$ cat src/rtl/dvbc_rs_sequencer.sv
// Packet sequencer in front of the RS(204,188) encoder: sync hunt/track, 8-packet
// superframe sync inversion, and merging of 188 data bytes with 16 parity bytes.
module dvbc_rs_sequencer #(
    parameter int         K    = 188,
    parameter int         N    = 204,
    parameter logic [7:0] SYNC = 8'h47
) (
    input  logic       clk,
    input  logic       rst,
    input  logic [7:0] in_data,
    input  logic       in_sop,
    input  logic       in_valid,
    output logic       in_ready,
    output logic [7:0] enc_din,
    output logic       enc_en,
    output logic       enc_clr,
    output logic       enc_shift,
    input  logic [7:0] enc_parity,
    output logic [7:0] out_data,
    output logic       out_valid,
    input  logic       out_ready,
    output logic       out_sop,
    output logic       out_sof,
    output logic       locked,
    output logic       sync_err
);

    localparam logic [7:0] SYNC_INV = ~SYNC;
    localparam logic [7:0] IDX_LAST = 8'(K - 1);
    localparam logic [4:0] PAR_LAST = 5'(N - K - 1);

    typedef enum logic [1:0] {HUNT, DATA, PARITY} state_t;

    state_t     state;
    logic [7:0] idx;
    logic [4:0] par_cnt;
    logic [2:0] pkt_cnt;

    logic free;
    logic acc;
    logic sync_ok;
    logic at_head;
    logic take;
    logic bad_sync;
    logic invert;

    // The encoder samples its controls on the same edge that loads the output register.
    always_comb begin
        free     = !out_valid || out_ready;
        in_ready = !rst && free && (state != PARITY);
        acc      = in_valid && in_ready;
        sync_ok  = in_sop && (in_data == SYNC);
        at_head  = (state == HUNT) || ((state == DATA) && (idx == 8'd0));
        take     = 1'b0;
        bad_sync = 1'b0;
        if (acc) begin
            if (state == HUNT) begin
                take = sync_ok;
            end else if (state == DATA) begin
                take     = (idx != 8'd0) || sync_ok;
                bad_sync = (idx == 8'd0) && !sync_ok;
            end
        end
        invert    = at_head && (pkt_cnt == 3'd0);
        enc_din   = invert ? SYNC_INV : in_data;
        enc_en    = take;
        enc_clr   = take && at_head;
        enc_shift = !rst && (state == PARITY) && free;
        locked    = (state != HUNT);
    end

    always_ff @(posedge clk) begin
        if (rst) begin
            state     <= HUNT;
            idx       <= 8'd0;
            par_cnt   <= 5'd0;
            pkt_cnt   <= 3'd0;
            out_valid <= 1'b0;
            out_data  <= 8'h00;
            out_sop   <= 1'b0;
            out_sof   <= 1'b0;
            sync_err  <= 1'b0;
        end else begin
            sync_err <= bad_sync;

            // Output register: data load, parity load, drain, or hold under back-pressure.
            if (take) begin
                out_valid <= 1'b1;
                out_data  <= enc_din;
                out_sop   <= at_head;
                out_sof   <= invert;
            end else if (enc_shift) begin
                out_valid <= 1'b1;
                out_data  <= enc_parity;
                out_sop   <= 1'b0;
                out_sof   <= 1'b0;
            end else if (out_ready) begin
                out_valid <= 1'b0;
                out_sop   <= 1'b0;
                out_sof   <= 1'b0;
            end

            case (state)
                HUNT: begin
                    if (take) begin
                        state <= DATA;
                        idx   <= 8'd1;
                    end
                end
                DATA: begin
                    if (bad_sync) begin
                        state   <= HUNT;
                        idx     <= 8'd0;
                        pkt_cnt <= 3'd0;
                    end else if (take) begin
                        if (idx == IDX_LAST) begin
                            state   <= PARITY;
                            idx     <= 8'd0;
                            pkt_cnt <= pkt_cnt + 3'd1;
                        end else begin
                            idx <= idx + 8'd1;
                        end
                    end
                end
                PARITY: begin
                    if (enc_shift) begin
                        if (par_cnt == PAR_LAST) begin
                            state   <= DATA;
                            par_cnt <= 5'd0;
                        end else begin
                            par_cnt <= par_cnt + 5'd1;
                        end
                    end
                end
                default: state <= HUNT;
            endcase
        end
    end

endmodule

$ cat config.mk
export PLATFORM = sky130hd
export DESIGN_NAME = dvbc_rs_sequencer
export DESIGN_NICKNAME = d
export VERILOG_FILES = /design/src/rtl/dvbc_rs_sequencer.sv
export SDC_FILE = /design/constraint.sdc
export NUM_CORES = 1
export LEC_CHECK = 0
export ABC_AREA = 1
export BUFFER_PORTS_ARGS = -buffer_cell sky130_fd_sc_hd__buf_4
export CORE_ASPECT_RATIO = 1.25
export CORE_MARGIN = 5
export CORE_UTILIZATION = 40
export CTS_CLUSTER_SIZE = 28
export DETAILED_ROUTE_END_ITERATION = 12
export GPL_TIMING_DRIVEN = 0
export HOLD_SLACK_MARGIN = 0.1
export SKIP_CTS_REPAIR_TIMING = 1
export SLEW_MARGIN = 40
export SYNTH_ARGS = -nofsm -noshare
export SYNTH_HDL_FRONTEND = slang
export SYNTH_SLANG_ARGS = --single-unit
$ cat constraint.sdc
create_clock -name clk -period 5.35 [get_ports clk]
set_clock_uncertainty 0.15 [all_clocks]
set_input_delay 1.07 -clock clk [delete_from_list [all_inputs] [get_ports clk]]
set_output_delay 1.07 -clock clk [all_outputs]
set_load 0.02 [all_outputs]
==> results.toml <==
[routing]
drtIter0Drc = 64
dr.pass1.iters = 4
ant_nets = 0
wl_per_cell_um = 12.47
drc_errors = 0
vias_per_cell = 4.788
vias = 1786
wirelength_mm = 4.653

[floorplanning]
start_util_pct = 41.94
io_pins = 46
die_height_um = 83.59
dieWidth_um = 68.87
core_area_um2 = 4131
fp-row-count = 26
die_area_um2 = 5757

[setup_path]
cp_data_arrival_time_ps = 2360
crit_path_start_kind = "input pin"
cp_data_required_time_ps = 4130
cp_slowest_stage_delay_ps = 150
cpMostUsedCell = "nand2_2"
r2r_slack_ps = 3450
path_max_fanout = 10
end_kind = "output port"
crit_buf_inv = 6
critPathTopFamily = "simple AND/OR/NAND/NOR gates"
slowest_stage = "nor2_2"
critPathKind = "input pin to output port"
path_cells = "buf_4 > inv_1 > nand2_1 > nand2_2 > nor2_4 > nand2_2 > nor2_2 > nand2_4 > inv_2 > buf_6 > nand2_2 > inv_1 > buf_4"

[cts]
clock_path_buffers = 2
path_clk_slew_ps = 70
cts_root_buffer = "clkbuf_8"
htree_levels = 2
cts_tree = "built"
cts_made_buffers = 5
clk_latency_ps = 280
clock_sinks = 30

[run_status]
status = "completed"

[global_route]
grt_max_degree = 11
grt_usage_pct = 17.65
grt_first_pass_wirelength_mm = 7.831
overflow = 0
antenna_found_initial = 0
grt_pass1_vias = 1670

[synth]
synth_seq_area_share_pct = 34.66
synth.cell_area_um2 = 1733
synth_seq_cells = 30
synth_most_common_cell = "nand2_1"
synthTopCellsByCount = "71 x nand2_1, 31 x inv_1, 30 x dfxtp_1"
synth_flop_cell = "dfxtp_1"
synth_area_per_cell_um2 = 6.539
yosys.cell_types.count = 29
synth_cells = 265
synthArstFlopShare_pct = 0
synth_edf_count = 0
ys_warn_count = 0
ys_top_cells_by_area = "dfxtp_1 35%, nand2_1 15%, nand3_1 7.8%"
synth_fp_nets = 291
yosys.area.top_type = "dfxtp_1"
synth_top_area_share_pct = 34.66

[cells_and_area]
fin_util_pct = 53.94
nets = 342
n_antenna_cell = 0
final_layout_size_suffix_gt1_share_pct = 25.24
nFillCells = 440
syn_to_final_growth_pct = 28.59

[power]
power_density_nw_per_um2 = 217.5
ir_drop_uv = 110.2
p_leak_nw = 1.089

[sta]
setup_tns_ps = 0
hold_viol_final = 0
finalSetupViolCount = 0
min_period_over_period_pct = 66.84
tightest_slew_ps = 516.1
relSlewSlack_pct = 65.59
rsz0062_at_grt = "no"
finalCriticalPeriod_ps = 3576
slew_violations = 0
max_freq_mhz = 279.6

[job]
maxCapViolations = 0

[place]
globalplace.congestion = 0.8707
dpl.hpwl_mm = 3.681
io_buffers = 44

[worst_hold_path]
worst_hold_path_type = "flop to flop"
==> where the power goes <==
part | internal [mW] | switching, mW | leakage [nW] | total [mW]
clock | 0.103 | 0.0865 | 0.0472 | 0.190
sequential | 0.226 | 0.00144 | 0.242 | 0.227
combinational | 0.0267 | 0.0414 | 0.800 | 0.0681
==> cell type report <==
class                           count  area [um^2]  area share, %
Clock buffer                        6        82.58          3.706
Multi-Input combinational cell    190        943.4          42.34
Clock inverter                      2        12.51         0.5615
Tap cell                           56        70.07          3.144
Inverter                           37        138.9          6.232
Buffer                              8        50.05          2.246
Sequential cell                    30        600.6          26.95
Timing Repair Buffer               44        330.3          14.82
==> worst min-delay path, cell delays in order (launching register included) <==
cell	delay, ps
dfxtp_1	300
inv_1	80
a211oi_1	60
==> logic make-up (layout without fill, tap and decap cells) <==
family	count (synthesis)	in the layout	synth area share, %
AOI/OAI and AO/OA	31	31	10.04
and+or+nand+nor	151	151	39.28
buffers and inverters	45	97	10.90
DFF	30	30	34.66
adders and majority gates	5	5	3.610
xor gates and xnor gates	3	3	1.517
==> cell usage in the layout (no fill, tap or decap), types with 2 or more instances in the layout <==
cell type   n
clkbuf_1    2
nor2_2      4
nand2_4     2
nor2_1     28
inv_1      31
nor3_1      4
buf_4      44
xor2_1      3
clkbuf_8    6
inv_2       6
buf_6       2
nand2_2     5
dfxtp_1    30
nand4_1     4
and3_1      2
nand3_1    27
nand2_1    71
a31oi_1     4
ha_1        5
a21oi_1    20
o21a_1      2
buf_2       4
==> sequential cells by signal, indices dropped and copies added (netlist names) <==
register and count:
idx 8, out_data 8, par_cnt 5, pkt_cnt 3, state 2, out_sof 1, out_sop 1, out_valid 1
sync_err 1
==> layer usage <==
| metal | global-route usage [%] | up-vias | wire [um] |
|---|---|---|---|
| met5 | 0 | - | 0 |
| met4 | 5.496 | 0 | 61 |
| met3 | 4.447 | 4 | 267 |
| met2 | 30.03 | 36 | 2385 |
| met1 | 21.02 | 802 | 1940 |
| li1 | - | 944 | - |
==> path summary, 6_finish.rpt <==
path | start | endpoint | cells past startpoint
max | out_ready | enc_clr | 13
min reg2reg | par_cnt[4] | par_cnt[4] | 2
max reg2reg | idx[0] | pkt_cnt[2] | 9
min | par_cnt[4] | par_cnt[4] | 2
==> metrics by stage <==
step           std cells  power (mW)  hold slack [ps]  cell area (um^2)  setup WS (ps)
2_1_floorplan        265      0.2713            293.8              1733           1882
3_3_place_gp         365      0.3011            314.4              2133           1773
3_5_place_dp         365      0.3011            313.7              2133           1777
4_1_cts              373      0.4932            325.8              2228           1773
5_1_grt              373      0.5115            376.9              2228           1614
6_report             373      0.4847            326.0              2228           1774
No activity file was read; power rests on OpenSTA's default activity.
